==> config.mk <==
export PLATFORM = sky130hd
export DESIGN_NAME = mem_port_arbiter
export DESIGN_NICKNAME = d
export VERILOG_FILES = /design/src/rtl/mem_port_arbiter.sv
export SDC_FILE = /design/constraint.sdc
export NUM_CORES = 1
export LEC_CHECK = 0
export CORE_MARGIN = 4
export CORE_UTILIZATION = 37
export CTS_BUF_LIST = sky130_fd_sc_hd__clkbuf_16
export CTS_CLUSTER_DIAMETER = 30
export DETAILED_ROUTE_END_ITERATION = 6
export PLACE_DENSITY_LB_ADDON = 0.12
export REMOVE_ABC_BUFFERS = 1
export SLEW_MARGIN = 20
export SYNTH_ARGS = -nofsm -noshare
export SYNTH_HDL_FRONTEND = slang
export SYNTH_SLANG_ARGS = --single-unit
==> constraint.sdc <==
create_clock -name clk -period 3.9 [get_ports clk]
set_input_delay 0.78 -clock clk [delete_from_list [all_inputs] [get_ports clk]]
set_output_delay 0.78 -clock clk [all_outputs]
set_load 0.01 [all_outputs]
==> src/rtl/mem_port_arbiter.sv <==
// rtl/mem_port_arbiter.sv - unified memory port arbiter between fetch (IF) and data (MEM) requesters
//
// Serialises IF fetches and MEM loads/stores onto one registered memory port.
// Data requests win over fetches. A fetch killed by a taken branch still runs
// to completion on the bus but is not acknowledged. Every access is bounded by
// an optional watchdog.
//
// Ports:
//   clk, rst                  clock (rising edge), synchronous active-high reset
//   if_req/if_addr/flush_if   fetch request, PC, taken-branch flush
//   if_ack/if_rdata           fetch completion pulse and instruction word
//   dm_req/dm_we/dm_addr/
//   dm_wdata/dm_wmask         data request, store flag, address, data, byte enables
//   dm_ack/dm_rdata           data completion pulse and load data
//   stall_if/stall_mem        stall requests to the pipeline control
//   mem_req/mem_we/mem_addr/
//   mem_wdata/mem_wmask       registered memory request fields
//   mem_ready/mem_rdata       memory completion and read data (same cycle)
//   bus_err                   one-cycle pulse when an access times out
module mem_port_arbiter #(
  parameter int ADDR_W  = 32,
  parameter int DATA_W  = 32,
  parameter int TIMEOUT = 255
) (
  input  logic                clk,
  input  logic                rst,
  input  logic                if_req,
  input  logic [ADDR_W-1:0]   if_addr,
  input  logic                flush_if,
  output logic                if_ack,
  output logic [DATA_W-1:0]   if_rdata,
  input  logic                dm_req,
  input  logic                dm_we,
  input  logic [ADDR_W-1:0]   dm_addr,
  input  logic [DATA_W-1:0]   dm_wdata,
  input  logic [DATA_W/8-1:0] dm_wmask,
  output logic                dm_ack,
  output logic [DATA_W-1:0]   dm_rdata,
  output logic                stall_if,
  output logic                stall_mem,
  output logic                mem_req,
  output logic                mem_we,
  output logic [ADDR_W-1:0]   mem_addr,
  output logic [DATA_W-1:0]   mem_wdata,
  output logic [DATA_W/8-1:0] mem_wmask,
  input  logic                mem_ready,
  input  logic [DATA_W-1:0]   mem_rdata,
  output logic                bus_err
);

  localparam int STRB_W = DATA_W / 8;
  localparam int CNT_W  = (TIMEOUT > 0) ? $clog2(TIMEOUT + 1) : 1;
  localparam int LAST_I = (TIMEOUT > 0) ? TIMEOUT - 1 : 0;
  localparam logic [CNT_W-1:0] CNT_LAST = CNT_W'(LAST_I);
  localparam bit WD_EN = (TIMEOUT > 0);

  typedef enum logic [1:0] {ST_IDLE, ST_IF_BUSY, ST_DM_BUSY} state_t;

  state_t              state_q, state_d;
  logic                drop_q, drop_d;
  logic [CNT_W-1:0]    wait_cnt_q, wait_cnt_d;
  logic                mem_req_q, mem_req_d;
  logic                mem_we_q, mem_we_d;
  logic [ADDR_W-1:0]   mem_addr_q, mem_addr_d;
  logic [DATA_W-1:0]   mem_wdata_q, mem_wdata_d;
  logic [STRB_W-1:0]   mem_wmask_q, mem_wmask_d;

  logic done_w, timeout_w, finish_w;
  logic grant_dm, grant_if;

  // mem_req_q is high exactly while an access is outstanding, so it also
  // masks mem_ready pulses that arrive while the port is idle.
  assign done_w    = mem_req_q & mem_ready;
  assign timeout_w = WD_EN & mem_req_q & ~mem_ready & (wait_cnt_q == CNT_LAST);
  assign finish_w  = done_w | timeout_w;

  assign dm_ack   = (state_q == ST_DM_BUSY) & finish_w;
  assign if_ack   = (state_q == ST_IF_BUSY) & finish_w & ~drop_q & ~flush_if;
  assign dm_rdata = timeout_w ? '0 : mem_rdata;
  assign if_rdata = timeout_w ? '0 : mem_rdata;
  assign bus_err  = timeout_w;

  assign stall_if  = if_req & ~if_ack;
  assign stall_mem = dm_req & ~dm_ack;

  assign mem_req   = mem_req_q;
  assign mem_we    = mem_we_q;
  assign mem_addr  = mem_addr_q;
  assign mem_wdata = mem_wdata_q;
  assign mem_wmask = mem_wmask_q;

  always_comb begin
    state_d     = state_q;
    drop_d      = drop_q;
    wait_cnt_d  = wait_cnt_q;
    mem_req_d   = mem_req_q;
    mem_we_d    = mem_we_q;
    mem_addr_d  = mem_addr_q;
    mem_wdata_d = mem_wdata_q;
    mem_wmask_d = mem_wmask_q;
    grant_dm    = 1'b0;
    grant_if    = 1'b0;

    if (mem_req_q && !mem_ready) begin
      wait_cnt_d = wait_cnt_q + CNT_W'(1);
    end

    case (state_q)
      ST_IDLE: begin
        if (dm_req) begin
          grant_dm = 1'b1;
        end else if (if_req && !flush_if) begin
          grant_if = 1'b1;
        end
      end
      ST_IF_BUSY: begin
        if (flush_if) begin
          drop_d = 1'b1;
        end
        if (timeout_w) begin
          state_d   = ST_IDLE;
          mem_req_d = 1'b0;
          drop_d    = 1'b0;
        end else if (done_w) begin
          // Chaining excludes the fetch that just completed.
          drop_d = 1'b0;
          if (dm_req) begin
            grant_dm = 1'b1;
          end else begin
            state_d   = ST_IDLE;
            mem_req_d = 1'b0;
          end
        end
      end
      ST_DM_BUSY: begin
        if (timeout_w) begin
          state_d   = ST_IDLE;
          mem_req_d = 1'b0;
        end else if (done_w) begin
          // dm_req is still high in its own ack cycle, so it is excluded here.
          if (if_req && !flush_if) begin
            grant_if = 1'b1;
          end else begin
            state_d   = ST_IDLE;
            mem_req_d = 1'b0;
          end
        end
      end
      default: begin
        state_d   = ST_IDLE;
        mem_req_d = 1'b0;
      end
    endcase

    if (grant_dm) begin
      state_d     = ST_DM_BUSY;
      mem_req_d   = 1'b1;
      mem_we_d    = dm_we;
      mem_addr_d  = dm_addr;
      mem_wdata_d = dm_wdata;
      mem_wmask_d = dm_wmask;
      wait_cnt_d  = '0;
      drop_d      = 1'b0;
    end
    if (grant_if) begin
      state_d     = ST_IF_BUSY;
      mem_req_d   = 1'b1;
      mem_we_d    = 1'b0;
      mem_addr_d  = if_addr;
      mem_wdata_d = '0;
      mem_wmask_d = '0;
      wait_cnt_d  = '0;
      drop_d      = 1'b0;
    end
  end

  always_ff @(posedge clk) begin
    if (rst) begin
      state_q     <= ST_IDLE;
      drop_q      <= 1'b0;
      wait_cnt_q  <= '0;
      mem_req_q   <= 1'b0;
      mem_we_q    <= 1'b0;
      mem_addr_q  <= '0;
      mem_wdata_q <= '0;
      mem_wmask_q <= '0;
    end else begin
      state_q     <= state_d;
      drop_q      <= drop_d;
      wait_cnt_q  <= wait_cnt_d;
      mem_req_q   <= mem_req_d;
      mem_we_q    <= mem_we_d;
      mem_addr_q  <= mem_addr_d;
      mem_wdata_q <= mem_wdata_d;
      mem_wmask_q <= mem_wmask_d;
    end
  end

endmodule

Word-level counts from Yosys, hierarchy flattened
Cells that the tools add are included.
{"block": "word_totals", "n_memories": 0, "inputBits": 139, "word_cells": 83, "mem_bits_rw": 0, "out_inout_bits": 139, "latch_bits": 0, "romBits": 0, "regBits": 81}
{"block": "op_classes", "addsub": 1, "n_lt_le_gt_ge": 0, "n_eq_ne": 13, "multipliers": 0, "n_bitwise": 15, "div": 0, "n_mux": 33, "shifts": 0, "reduce_logical": 12}
{"op": "$mux 32", "n": 3}
{"op": "$ne 5x5->1 const B", "n": 4}
{"op": "$mux 1", "n": 19}
{"op": "$ne 4x4->1 const B", "n": 4}
{"op": "$mux 2", "n": 7}
{"op": "$reduce_and 5->1", "n": 2}
{"op": "$and 1x1->1", "n": 9}
{"op": "$add 8x1->8 const B", "n": 1}
{"op": "$eq 8x8->1 const B", "n": 1}
{"op": "$pmux 2 s3", "n": 1}
{"op": "$not 1->1", "n": 5}
{"op": "$pmux 1 s2", "n": 2}
{"op": "$ne 3x3->1 const B", "n": 1}
{"op": "$pmux 1 s3", "n": 1}
{"op": "$reduce_bool 3->1", "n": 1}
{"op": "$reduce_or 3->1", "n": 1}
{"op": "$eq 2x1->1 const B", "n": 1}
{"op": "$eq 2x2->1 const B", "n": 1}
{"op": "$logic_and 1x1->1", "n": 2}
{"op": "$logic_not 1->1", "n": 2}
{"op": "$logic_not 2->1", "n": 1}
{"op": "$ne 2x2->1 const B", "n": 1}
{"op": "$reduce_and 2->1", "n": 1}
{"op": "$reduce_bool 2->1", "n": 1}
{"op": "2 further kinds", "n": 2}

Depth between registers and ports, before layout
Gate-level depths: netlist of run 1.
{"block": "depth", "word_depth": 9, "mapped_depth": 8}

Worst setup path before layout of run 1
OpenSTA, ideal clock, no wires.
{"block": "synth_path", "path_kind": "in2out", "startpoint": "input mem_ready", "endpoint": "output if_rdata[10]", "cell_stages": 6, "path_slack_ns": 1.211, "t_required_ns": 3.120, "arrival_ns": 1.909, "path_cell_list": "nand2b_1 or3_1 buf_6 clkbuf_1 and2_1 buf_4"}
{"block": "synth_via", "elab_chain_len": 4}
{"item": "start, declared", "line_no": "46", "text": "input logic mem_ready,"}
{"item": "$not 1->1", "line_no": "74", "text": "assign timeout_w = WD_EN & mem_req_q & ~mem_ready & (wait_cnt_q == CNT_LAST);"}
{"item": "$and 1x1->1 (2 in series)", "line_no": "74"}
{"item": "$mux 32"}
{"item": "end, declared", "line_no": "31", "text": "output logic [DATA_W-1:0] if_rdata,"}
Every way passes these cells.

Final worst setup path of run 1
{"block": "layout_path", "startpoint": "input mem_ready", "endpoint": "output if_rdata[7]"}
{"block": "layout_via", "elab_chain_len": 4}
{"item": "$not 1->1", "line_no": "74"}
{"item": "$and 1x1->1 (2 in series)", "line_no": "74"}
{"item": "$mux 32", "line_no": "80", "text": "assign if_rdata = timeout_w ? '0 : mem_rdata;"}
Every way passes these cells.

==> results of run 1 <==
kinds of logic after synthesis:
group	after synthesis
AOI/OAI and AO/OA	119
adders and majority gates	2
xor gates and xnor gates	7
and+or+nand+nor	178
buffers and inverters	68
DFF	81
cell type report:
cell class | instances | area (sq um)
Multi-Input combinational cell | 306 | 1740
Inverter | 3 | 13.8
Sequential cell | 81 | 1620
Timing Repair Buffer | 283 | 2830
Clock inverter | 6 | 52.6
Fill cell | 834 | 3260
Clock buffer | 9 | 225
Tap cell | 133 | 166
per-stage QoR:
| stage | utilization | area (sq um) | setup slack, ns | hold WS [ns] |
|---|---|---|---|---|
| floorplan | - | 3380 | 1.08 | 0.474 |
| global placement | 0.643 | 6370 | 0.348 | 0.441 |
| detailed placement | 0.643 | 6370 | 0.306 | 0.445 |
| CTS | 0.671 | 6650 | 0.299 | 0.454 |
| global route | 0.671 | 6650 | 0.204 | 0.463 |
| finish | 0.671 | 6650 | 0.306 | 0.451 |
layer usage:
layer	vias up	wire, um	GRT usage
li1	1971	-	-
met1	1778	4700	0.211
met2	187	6800	0.381
met3	29	1390	0.0757
met4	2	449	0.103
met5	-	13	0
tightest hold or removal path, cell delays in order, from the launching register on:
cell and delay, ns:
sky130_fd_sc_hd__dfxtp_1 0.30, sky130_fd_sc_hd__nand2_1 0.05, sky130_fd_sc_hd__a21oi_1 0.05
state kept, by name, indices dropped and copies added, names as in the netlist:
| signal | cells |
|---|---|
| mem_addr | 32 |
| mem_wdata | 32 |
| wait_cnt_q | 8 |
| mem_wmask | 4 |
| state_q | 2 |
| drop_q | 1 |
| mem_req | 1 |
| mem_we | 1 |
power breakdown:
group	internal (mW)	switching (mW)	leakage [nW]	total, mW
logic	0.345	0.241	1.60	0.586
registers	0.888	0.0377	0.665	0.925
clock network	0.484	0.307	0.147	0.791
total	1.72	0.586	2.42	2.30
path summary, 6_finish.rpt:
path | from | to | slack (ns) | cells past startpoint
setup reg to reg | mem_req | mem_addr[15] | 1.94 | 5
setup / recovery | mem_ready | if_rdata[7] | 0.31 | 6
hold reg to reg | mem_wdata[14] | mem_wdata[14] | 0.45 | 2
hold / removal | mem_wdata[14] | mem_wdata[14] | 0.45 | 2
placed cells by master, fill, tap and decap left out, drive strengths merged, types with 2 or more instances in the layout:
| master | n |
|---|---|
| xnor2 | 4 |
| o2bb2ai | 18 |
| o21ai | 2 |
| nor3b | 3 |
| nor2 | 25 |
| nand2b | 4 |
| or3 | 2 |
| and2 | 33 |
| nand2 | 93 |
| nor2b | 2 |
| a21oi | 59 |
| a31oi | 2 |
| clkbuf | 9 |
| a211oi | 16 |
| nand3 | 4 |
| ha | 2 |
| nor3 | 3 |
| clkinv | 3 |
| buf | 6 |
| xor2 | 3 |
| a22oi | 18 |
| inv | 5 |
| clkdlybuf4s50 | 277 |
| nand4 | 3 |
| dfxtp | 81 |
==> results by stage, run 1 <==
CTS:
- In this run, CTS created clock tree buffers numbering 9.
- The number of setup buffers added after CTS is 0.
- The clock reaches the later pin of the worst-skew pair after roughly 0.32 ns.
- The CTS root buffer is sky130_fd_sc_hd__clkbuf_16.
- The total number of clock tree sinks is 81.
- TritonCTS built the clock tree.
- The number of levels the H-tree was split into is 3.
- The clock slew at the register clock pins of the worst setup and hold paths is 0.06 ns.
- The count of hold buffers inserted by post-cts repair is 0.
- The maximum buffer depth of the clock tree is 2.
- The post-CTS resize count is 0.

Yosys:
- After synthesis, the mean cell area works out to around 8.4 sq um.
- Counting every instance in the synthesized netlist gives around 460.
- The number of warnings reported in the yosys synthesis log is 0.
- The proportion of register bits with asynchronous set or reset after synthesis is 0.
- The dominant combinational cell family by area after synthesis is simple AND/OR/NAND/NOR gates.
- Yosys mapped a number of flops with a built-in enable equal to 0.
- The synthesized-area fraction occupied by and/or/nand/nor cells is 0.224.
- The arithmetic-cell share of the synthesized area counting full adders, half adders and majority gates is 0.00656.
- For this run, the leading register cell type out of synthesis is sky130_fd_sc_hd__dfxtp_1.
- After synthesis, the share of cell area in mux cells is 0.
- In the synthesized netlist, the cells that appear most often are sky130_fd_sc_hd__nand2_1, sky130_fd_sc_hd__dfxtp_1, sky130_fd_sc_hd__a21oi_1.
- The share of Yosys cell area claimed by the top area cell type is 0.425.
- The synthesis-stage register bit count is 81.
- Of the total synthesized cell area, the portion taken by XOR and XNOR cells is 0.0161.
- The sequential area share after synthesis is 0.425.
- The number of distinct standard cells referenced by the synthesized netlist is 45.
- Yosys instantiated no cell more often than sky130_fd_sc_hd__nand2_1.
- After synthesis, the cell types taking the most area are sky130_fd_sc_hd__dfxtp_1, sky130_fd_sc_hd__nand2_1, sky130_fd_sc_hd__a21oi_1.
- The mapped netlist covers 3820 sq um.
- The dominant cell type by area after synthesis is sky130_fd_sc_hd__dfxtp_1.
- The share of the synthesized area in compound gates (AO/OA/AOI/OAI) came to 0.210.

Global routing:
- The via count of the first global-routing pass is around 3800.
- Entering global routing, the biggest net connects 53 pins.
- The first-pass GRT wire length is a little under 20000 um.
- Summed over all layers, the global routing overflow is 0.
- For this run, the total global-route usage over all layers was measured as 0.210.
- The initial antenna violation count was 1.

Setup path:
- The critical path in this run is classified as in2out.
- The endpoint class of the critical path is an output pin.
- The data arrival time of the critical path is about 2.8 ns.
- The cell class contributing the biggest share of worst-path delay is buffers and inverters.
- The most numerous cell type found on the critical path is sky130_fd_sc_hd__clkdlybuf4s50_1.
- The top fanout value on the critical path is 32.
- The critical path buffer and inverter count is 3.
- The signal on the critical path passes through clkdlybuf4s50_1, nand2b_1, or3_1, buf_4, and2_1, clkdlybuf4s50_1.
- STA classifies the critical path startpoint as an input pin.
- For this run, the slowest stage of the critical path takes ~0.50 ns.
- At the worst endpoint, the required time is roughly 3.1 ns.
- The slowest stage of the critical path is the sky130_fd_sc_hd__clkdlybuf4s50_1 cell.

Placement:
- Input and output buffers added on the ports amount to ~280.
- The HPWL reported at the end of detailed placement is about 11000 um.
- The global placer's final weighted congestion is just over 0.8.
- The placed cell count is a little over 800.

Layout:
- The post-layout instance count excluding filler cells is 821.
- The repair_antennas step left the layout with diodes totalling 0.
- The area growth from synthesis to layout is 74.3%.
- For this run, the post-layout net count is ~830.
- Of the cells placed in the final design, the portion with a size suffix greater than 1 is 0.0465.

Timing:
- The headroom to the max-slew limit is 0.519.
- The number of failing setup endpoints in the final timing report is 0.
- The number of failing hold endpoints at the final stage is 0.
- The pin slew with the least headroom to its limit is around 0.72 ns.
- Setup repair after global routing left no endpoint under its margin.
- Clock skew on the completed layout was measured at just over 0.006 ns.
- The total negative slack is 0 ns.
- The post-layout minimum cycle time is around 3.6 ns.
- The upper clock frequency limit is 278 MHz.
- The count of pins over their slew limit is 0.
- In the finished design, the share of the clock period the worst path needs comes to 0.922.

Routing:
- The wire length per cell after detailed routing is 16.3 um.
- The first detailed-routing pass took 4 iterations.
- The initial detailed-routing violation count is 171.
- The via count is approximately 4000.
- After detailed routing, the number of vias per cell comes to 4.83.
- The remaining design rule violation count is 0.
- The number of nets still failing antenna checks after routing is 0.
- After detailed routing, the total wire length is around 13000 um.

Power:
- Power spread over the standard cell area amounts to between 300 and 400 nW/um^2.
- Total power for the finished layout comes to roughly 2.3 mW.
- The leakage power summed over all cells is 2.42 nW.
- The maximum vdd ir drop is 198 uV.

Floorplanning:
- In this run the standard cell core region covers roughly 9900 sq um.
- The die is between 100 and 150 um wide.
- The number of standard-cell rows in the floorplan is 36.
- The vertical die dimension is around 110 um.
- The number of top-level pins is ~280.
- The die covers approximately 12000 sq um.
- The initial utilization of the core area, before any placement, comes to 0.385.

Hold path:
- The worst hold path belongs to the class reg2reg.

Run:
- The tool flagged a number of max-cap violations equal to 0.

Outcome:
- The flow ran to the end, and the final reports show no timing, DRC or antenna violations.
No activity file was read; power rests on OpenSTA's default activity.
==> inputs of run 2 (changes only) <==
Settings changed: SLEW_MARGIN 20 to unset.
==> results of run 2 <==
Same layout as run 1: the final DEF is identical, and so are final timing and power.
